$ cat config.mk
export PLATFORM = sky130hd
export DESIGN_NAME = ssd_scan_driver_flat
export DESIGN_NICKNAME = d
export VERILOG_FILES = /design/src/rtl/ssd_scan_driver_if.sv /design/src/rtl/ssd_scan_driver.sv /design/src/flat_wrapper.sv
export SDC_FILE = /design/constraint.sdc
export NUM_CORES = 1
export LEC_CHECK = 0
export CAP_MARGIN = 20
export CORE_MARGIN = 1.5
export CORE_UTILIZATION = 45
export CTS_CLUSTER_SIZE = 16
export DETAILED_ROUTE_END_ITERATION = 12
export PLACE_DENSITY = 0.69
export SLEW_MARGIN = 40
export SYNTH_ARGS = -nofsm -noshare
export SYNTH_HDL_FRONTEND = slang
export SYNTH_SLANG_ARGS = --single-unit
$ cat constraint.sdc
create_clock -name ClkPort -period 2.84 [get_ports ClkPort]
set_input_delay 0.568 -clock ClkPort [delete_from_list [all_inputs] [get_ports ClkPort]]
set_output_delay 0.568 -clock ClkPort [all_outputs]
set_load 0.02 [all_outputs]
$ cat src/rtl/ssd_scan_driver_if.sv
// ssd_scan_driver_if
//   Bundles the display-data inputs and the pin-side outputs of ssd_scan_driver.
//   Signals:
//     DigitData  4*NUM_DIGITS  nibble i = DigitData[4i+3:4i]
//     DigitEn    NUM_DIGITS    1 = digit i lit
//     DpEn       NUM_DIGITS    1 = decimal point of digit i lit
//     BlinkMask  NUM_DIGITS    1 = digit i blinks
//     An         NUM_DIGITS    anodes, active-low
//     Cathodes   7             {Ca..Cg}, active-low
//     Dp         1             decimal point cathode, active-low
//     FrameDone  1             one-cycle pulse after each completed frame
//   Transfer semantics: there is no valid/ready pair. The data inputs are level
//   signals that the driver samples only on the end-of-frame edge; FrameDone
//   tells the producer that a sample has just been taken, so it may update
//   freely at any time and the change is shown from the next frame on.
//   Modports: master = producer/observer (core logic), slave = the driver.
interface ssd_scan_driver_if #(
  parameter int NUM_DIGITS = 8
);
  logic [4*NUM_DIGITS-1:0] DigitData;
  logic [NUM_DIGITS-1:0]   DigitEn;
  logic [NUM_DIGITS-1:0]   DpEn;
  logic [NUM_DIGITS-1:0]   BlinkMask;
  logic [NUM_DIGITS-1:0]   An;
  logic [6:0]              Cathodes;
  logic                    Dp;
  logic                    FrameDone;

  modport master (
    output DigitData, DigitEn, DpEn, BlinkMask,
    input  An, Cathodes, Dp, FrameDone
  );

  modport slave (
    input  DigitData, DigitEn, DpEn, BlinkMask,
    output An, Cathodes, Dp, FrameDone
  );
endinterface

$ cat src/rtl/ssd_scan_driver.sv
// ssd_scan_driver
//   Time-multiplexed seven-segment scan driver. Each digit owns a slot of
//   SCAN_DIV clocks; the first BLANK_CYCLES of every slot keep all anodes off
//   to avoid ghosting. Display data is captured into shadow registers only at
//   the end of a frame so a frame is never torn. Blink phase toggles every
//   BLINK_FRAMES frames.
//   Ports:
//     ClkPort  in  system clock, rising edge
//     Reset_n  in  asynchronous active-low reset
//     bus      slave modport of ssd_scan_driver_if (data in, pins out)
module ssd_scan_driver #(
  parameter int NUM_DIGITS   = 8,
  parameter int SCAN_DIV     = 65536,
  parameter int BLANK_CYCLES = 1024,
  parameter int BLINK_FRAMES = 64
) (
  input  logic                ClkPort,
  input  logic                Reset_n,
  ssd_scan_driver_if.slave    bus
);

  localparam int CNT_W = $clog2(SCAN_DIV);
  localparam int IDX_W = (NUM_DIGITS > 1) ? $clog2(NUM_DIGITS) : 1;
  localparam int FRM_W = (BLINK_FRAMES > 1) ? $clog2(BLINK_FRAMES) : 1;

  localparam logic [CNT_W-1:0] CNT_MAX   = CNT_W'(SCAN_DIV - 1);
  localparam logic [CNT_W-1:0] CNT_BLANK = CNT_W'(BLANK_CYCLES);
  localparam logic [IDX_W-1:0] IDX_MAX   = IDX_W'(NUM_DIGITS - 1);
  localparam logic [FRM_W-1:0] FRM_MAX   = FRM_W'(BLINK_FRAMES - 1);

  // Scan position and frame/blink bookkeeping
  logic [CNT_W-1:0]        r_cnt;
  logic [IDX_W-1:0]        r_idx;
  logic [FRM_W-1:0]        r_frm;
  logic                    r_phase;

  // Shadow copies of the inputs, refreshed once per frame
  logic [4*NUM_DIGITS-1:0] r_sh_data;
  logic [NUM_DIGITS-1:0]   r_sh_en;
  logic [NUM_DIGITS-1:0]   r_sh_dp;
  logic [NUM_DIGITS-1:0]   r_sh_blink;

  // Registered pin drivers
  logic [NUM_DIGITS-1:0]   r_an;
  logic [6:0]              r_cath;
  logic                    r_dp;
  logic                    r_frame_done;

  logic                    w_slot_end;
  logic                    w_frame_end;
  logic                    w_blank;
  logic                    w_visible;
  logic [3:0]              w_nibble;
  logic [NUM_DIGITS-1:0]   w_an_sel;

  // Active-low segment patterns {a,b,c,d,e,f,g} for hex 0..F
  function automatic logic [6:0] glyph(input logic [3:0] n);
    case (n)
      4'h0: glyph = 7'b0000001;
      4'h1: glyph = 7'b1001111;
      4'h2: glyph = 7'b0010010;
      4'h3: glyph = 7'b0000110;
      4'h4: glyph = 7'b1001100;
      4'h5: glyph = 7'b0100100;
      4'h6: glyph = 7'b0100000;
      4'h7: glyph = 7'b0001111;
      4'h8: glyph = 7'b0000000;
      4'h9: glyph = 7'b0000100;
      4'hA: glyph = 7'b0001000;
      4'hB: glyph = 7'b1100000;
      4'hC: glyph = 7'b0110001;
      4'hD: glyph = 7'b1000010;
      4'hE: glyph = 7'b0110000;
      default: glyph = 7'b0111000;
    endcase
  endfunction

  assign w_slot_end  = (r_cnt == CNT_MAX);
  assign w_frame_end = w_slot_end && (r_idx == IDX_MAX);
  assign w_blank     = (r_cnt < CNT_BLANK);
  assign w_nibble    = r_sh_data[{r_idx, 2'b00} +: 4];
  // A blinking digit is hidden during the "off" half of the blink period.
  assign w_visible   = r_sh_en[r_idx] && !(r_sh_blink[r_idx] && r_phase);
  assign w_an_sel    = ~({{(NUM_DIGITS-1){1'b0}}, 1'b1} << r_idx);

  // Scan counters, shadow capture and blink phase
  always_ff @(posedge ClkPort or negedge Reset_n) begin
    if (!Reset_n) begin
      r_cnt      <= '0;
      r_idx      <= '0;
      r_frm      <= '0;
      r_phase    <= 1'b0;
      r_sh_data  <= '0;
      r_sh_en    <= '0;
      r_sh_dp    <= '0;
      r_sh_blink <= '0;
    end else begin
      r_cnt <= w_slot_end ? '0 : r_cnt + 1'b1;
      if (w_slot_end) begin
        r_idx <= (r_idx == IDX_MAX) ? '0 : r_idx + 1'b1;
      end
      if (w_frame_end) begin
        r_sh_data  <= bus.DigitData;
        r_sh_en    <= bus.DigitEn;
        r_sh_dp    <= bus.DpEn;
        r_sh_blink <= bus.BlinkMask;
        if (r_frm == FRM_MAX) begin
          r_frm   <= '0;
          r_phase <= ~r_phase;
        end else begin
          r_frm <= r_frm + 1'b1;
        end
      end
    end
  end

  // Output stage: everything is computed from the current scan state and
  // shadow registers, then registered, so pins change one clock later.
  always_ff @(posedge ClkPort or negedge Reset_n) begin
    if (!Reset_n) begin
      r_an         <= '1;
      r_cath       <= 7'h7F;
      r_dp         <= 1'b1;
      r_frame_done <= 1'b0;
    end else begin
      r_frame_done <= w_frame_end;
      if (w_blank) begin
        r_an   <= '1;
        r_cath <= 7'h7F;
        r_dp   <= 1'b1;
      end else begin
        r_an   <= w_an_sel;
        r_cath <= w_visible ? glyph(w_nibble) : 7'h7F;
        r_dp   <= ~(r_sh_dp[r_idx] && w_visible);
      end
    end
  end

  assign bus.An        = r_an;
  assign bus.Cathodes  = r_cath;
  assign bus.Dp        = r_dp;
  assign bus.FrameDone = r_frame_done;

endmodule

$ cat src/flat_wrapper.sv
// flat-port wrapper written by rule: the top's interface ports become plain ports
module ssd_scan_driver_flat 
#(
  parameter int NUM_DIGITS   = 8,
  parameter int SCAN_DIV     = 65536,
  parameter int BLANK_CYCLES = 1024,
  parameter int BLINK_FRAMES = 64
)
  (ClkPort, Reset_n, bus_DigitData, bus_DigitEn, bus_DpEn, bus_BlinkMask, bus_An, bus_Cathodes, bus_Dp, bus_FrameDone);
  ssd_scan_driver_if #(.NUM_DIGITS(NUM_DIGITS)) bus_i ();
  input  logic ClkPort;
  input  logic Reset_n;
  input wire logic [$bits(bus_i.DigitData)-1:0] bus_DigitData;
  input wire logic [$bits(bus_i.DigitEn)-1:0] bus_DigitEn;
  input wire logic [$bits(bus_i.DpEn)-1:0] bus_DpEn;
  input wire logic [$bits(bus_i.BlinkMask)-1:0] bus_BlinkMask;
  output wire logic [$bits(bus_i.An)-1:0] bus_An;
  output wire logic [$bits(bus_i.Cathodes)-1:0] bus_Cathodes;
  output wire logic [$bits(bus_i.Dp)-1:0] bus_Dp;
  output wire logic [$bits(bus_i.FrameDone)-1:0] bus_FrameDone;
  assign bus_i.DigitData = bus_DigitData;
  assign bus_i.DigitEn = bus_DigitEn;
  assign bus_i.DpEn = bus_DpEn;
  assign bus_i.BlinkMask = bus_BlinkMask;
  assign bus_An = bus_i.An;
  assign bus_Cathodes = bus_i.Cathodes;
  assign bus_Dp = bus_i.Dp;
  assign bus_FrameDone = bus_i.FrameDone;
  ssd_scan_driver #(.NUM_DIGITS(NUM_DIGITS), .SCAN_DIV(SCAN_DIV), .BLANK_CYCLES(BLANK_CYCLES), .BLINK_FRAMES(BLINK_FRAMES)) u_core (.ClkPort(ClkPort), .Reset_n(Reset_n), .bus(bus_i));
endmodule
# Word-level counts from Yosys, hierarchy flattened
# Memory sizes are Yosys's and may differ from the RTL's.
# Cells that the tools add are included.
# op_classes
n_addsub,3
n_mul,0
div,0
magnitude_cmp,2
eq_ne,3
n_shift,2
n_mux,13
n_bitwise,3
n_reduce_logical,6
# op_table
operator,count
$shiftx 32x6->4,1
$add 16x1->16 const B,1
$eq 16x16->1 const B,1
$lt 16x11->1 const B,1
$mux 16,1
$mux 7,2
$bmux 1 s3,3
$mux 8,1
$not 8->8,1
$shl 1x3->8 const A,1
$add 6x1->6 const B,1
$eq 6x6->1 const B,1
$mux 6,1
$logic_and 1x1->1,4
$lt 3x4->1 const B,1
$mux 1,4
$add 3x1->3 const B,1
$eq 3x3->1 const B,1
$mux 3,1
$not 1->1,2
$reduce_and 2->1,1
$logic_not 1->1,1
# totals
regBits,99
latch_bits,0
ram_bits,0
mem_bits_ro,112
inputBits,58
output_inout_bits,17
word_cells,45
memories,1
# mem_list
memory,depth,word_bits,read_ports,rd_ports_with_merged_regs,wr,line_no,text
(no name shown),16,7,1,0,0,ssd_scan_driver.sv:58,case (n)

# Longest topological paths before layout
# logic_depth
word_depth,8
mapped_depth,9
ltp_nobuf,7

# Worst setup path after synthesis
# OpenSTA, ideal clock, no wires.
# synth_path
path_type,register -> register
start,register u_core.r_idx[1]
end,register u_core.r_cath[1] (netlist: u_core.bus.Cathodes[1])
setup_time_ns,0.102
t_arrival_ns,2.212
required_time_ns,2.738
path_slack_ns,0.526
path_stages_with_launch,9
path_buffers,1
synth_period_minus_slack_ns,2.314
cell_sequence,dfrtp_1 -> buf_4 -> mux4_2 -> mux2i_1 -> inv_1 -> ha_1 -> mux2_4 -> nand2_1 -> o211ai_1
# synth_between
elab_chain_len,7
word_cells_on_any_way,11
classes_between,shift: 1; mux: 6; reduce/logical: 3; memory: 1
# synth_rtl
item,line_no,text
from (decl),ssd_scan_driver.sv:33,logic [IDX_W-1:0] r_idx;
from (signal assigned),ssd_scan_driver.sv:100,r_idx <= (r_idx == IDX_MAX) ? '0 : r_idx + 1'b1;
"parallel branches: the longest is 5 deep, another holds $mem_v2 16x7",n/a,
$mux 7 (*),ssd_scan_driver.sv:133,r_cath <= w_visible ? glyph(w_nibble) : 7'h7F;
$mux 7 (*),ssd_scan_driver.sv:127,if (w_blank) begin
to (signal assigned),ssd_scan_driver.sv:133,
to (decl),ssd_scan_driver.sv:45,logic [6:0] r_cath;
# Every way passes the cells marked *. The select of a mux whose other input is x is not followed.
# A chain may end at the register's enable or synchronous reset.

# Final worst setup path
# layout_path
start,register u_core.r_idx[1]
end,register u_core.r_sh_en[5]
# layout_between
elab_chain_len,2
# layout_rtl
item,line_no,text
$eq 3x3->1,ssd_scan_driver.sv:79,assign w_frame_end = w_slot_end && (r_idx == IDX_MAX);
$logic_and 1x1->1,ssd_scan_driver.sv:79,
to (signal assigned),ssd_scan_driver.sv:104,r_sh_en <= bus.DigitEn;
to (decl),ssd_scan_driver.sv:39,logic [NUM_DIGITS-1:0] r_sh_en;
# Every way passes these cells.

==> metrics.txt <==
VDD IR-drop max=235 uV; # port buffers=74; Rows=36; Pwr Total=~2.5 mW; Tmin final=2.47 ns; clock buffer depth=2; latest clock arrival within the worst-skew pair=0.36 ns; I/O Pins=75; full die area=10800 sq um; CP max FO=54; required time of the critical path=3.08 ns; starting density of the core=0.468; synth top area cells=dfrtp_1 45%, mux2_2 15%, dfstp_2 9.2%; CP Data Arrival Time=2.71 ns; first-pass GRT wire length=~14 mm; total track usage=0.169; vias=between 2000 and 3000; met3 Usage GRT=0.0257; final hold violation count=0; Setup TNS=0 ns; Num CTS Buffers=9; Final Util=0.580; dpl hpwl=around 6.2 mm; Pre-antenna DRT Iters=4; met1 Track Usage GR=0.230; relative slew slack=0.528; final max-slew violation count=0; Post-Syn Area=4590 sq um; most frequent cell after synthesis=dfrtp_1; fin crit share=0.868; post-DR wirelength/cell=15.2 um; syn_area_per_cell=13.3 sq um; met2 GRT Util=0.270; antenna diode count=0; Max H-tree Level=3; Post-synth ARST share=1.00; Critical Path End Type=register; Leak Pwr=between 2 and 3 nW; synth cell count leaders=83 x dfrtp_1, 61 x mux2_2, 27 x nand2_1; Sink Count=just under 100; worst min path class=in2async; CTS tree=yes; largest area contributor in the netlist=dfrtp_1; GRT Max-Usage Layer=met2; crit path cell chain=ha_1 > ha_1 > nand3_1 > inv_2 > buf_12 > mux2_2; Area after DPL=around 5500 sq um; Root Driver=clkbuf_8; Die X=roughly 100 um; Non-Filler Instances=between 500 and 600; Yosys reg bits=99; layout cell share with drive strength beyond 1=0.274; Setup crit start kind=register; number of global-route vias before repair=2950; Post-CTS Resized=0; GPL Wtd Cong=0.840; status=completed; Routed Antenna Nets=0; CP dominant cell by count=ha_1; pin count of the biggest net entering global routing=59; post-synthesis net count=417; Nets=~500; CP Class=reg2reg; Layout area overhead=24.0%; Core Area=9820 sq um; placed insts=547; vias per inst=5.10; # setup viols final=0; Main synth FF type=dfrtp_1; Final Skew=0.00960 ns; Clk pin slew, worst setup/hold paths=0.10 ns; post-synthesis sequential area ratio=0.544; count of cell types in the netlist=45; pin slew with the least headroom to its limit=0.707 ns; pwr dens=443 nW/um^2; Yosys warning count=0; worst r2r path cells=6; Max-cap violations=0; cells after synthesis=345; Die Span Y=about 100 um; Post-CTS Setup Inserts=0; Crit path largest cell delay=0.60 ns; final design area excluding fillers=5690 sq um; final wirelength=about 8.6 mm; top cell type's share of synthesized area=0.452; 1st-iter DRT viols=122; RSZ-0062 raised after global routing=false; number of synthesized flops with an enable pin=0; hold_buf cts=0; total gr overflow=0; initial antenna violation count=0; FMAX=406 MHz; crit path max-delay cell type=dfrtp_1; DR DRC count=0
-- report_power, final --
group / total, mW / leakage [nW] / internal, mW / switching [mW]
logic: 0.111 / 1.15 / 0.0708 / 0.0400
clock network: 1.00 / 0.117 / 0.522 / 0.479
registers: 1.41 / 1.31 / 1.41 / 0
total: 2.52 / 2.58 / 2.00 / 0.519
-- per-stage QoR --
stage                     setup WS (ns)  hold WS, ns
after floorplan                   0.526        0.272
after global placement            0.454        0.470
after detailed placement          0.391        0.475
after CTS                         0.365        0.266
after global routing              0.173        0.301
final                             0.374        0.245
-- placed cells by master (no fill, tap or decap), types with 9 or more instances in the layout --
cell type	n
clkbuf_8	10
dfrtp_1	83
nand3_1	13
buf_4	9
clkdlybuf4s50_1	73
nor2_1	20
nand2_1	27
inv_1	11
dfstp_2	16
mux2_2	61
ha_1	14
-- cells by family after synthesis --
family,Yosys count,synth area share
multiplexers,79,0.222
AND/OR/NAND/NOR,81,0.0842
XOR/XNOR,16,0.0305
adder cells (fa/ha/maj),14,0.0382
buffers and inverters,26,0.0332
flip-flops,99,0.544
AO/OA/AOI/OAI,30,0.0474
-- state kept, by name, indices dropped and copies added, names as in the netlist --
signal                flops
u_core.r_idx              3
u_core.r_sh_data         32
u_core.r_sh_blink         8
u_core.bus.Dp             1
u_core.r_frm              6
u_core.r_sh_dp            8
u_core.r_phase            1
u_core.bus.Cathodes       7
u_core.r_sh_en            8
u_core.bus.FrameDone      1
u_core.r_cnt             16
u_core.bus.An             8
-- cell type report --
type	instances	area [sq um]
flip-flops and latches	99	2500
fillers	868	4130
inverters	12	45.0
well taps	133	166
multi-input cells	220	1940
clock buffers	10	138
repair buffers	83	818
clock inverters	6	87.6
-- final timing paths --
check	startpoint	endpoint	slack [ns]
worst min-delay path	Reset_n	u_core.r_sh_data[13]	0.25
worst max register to register	u_core.r_idx[1]	u_core.r_sh_en[5]	0.37
max in group asynchronous	Reset_n	u_core.bus.Dp	1.80
worst max-delay path	u_core.r_idx[1]	u_core.r_sh_en[5]	0.37
min in group ClkPort	u_core.r_frm[4]	u_core.r_frm[4]	0.49
worst min register to register	u_core.r_frm[4]	u_core.r_frm[4]	0.49
-- routing by layer --
layer | vias up | share of wire
met2 | 53 | 0.48
met1 | 1422 | 0.47
met3 | 9 | 0.034
met4 | 0 | 0.015
li1 | 1386 | -
met5 | - | 0
-- worst max-delay path, delay by kind of cell (launching register included) --
family / cells / cell delay (ns)
AND/OR/NAND/NOR: 1 / 0.27
multiplexers: 1 / 0.37
flip-flops: 1 / 0.60
buffers and inverters: 2 / 0.57
adder cells (fa/ha/maj): 2 / 0.48
No activity file was read; power rests on OpenSTA's default activity.
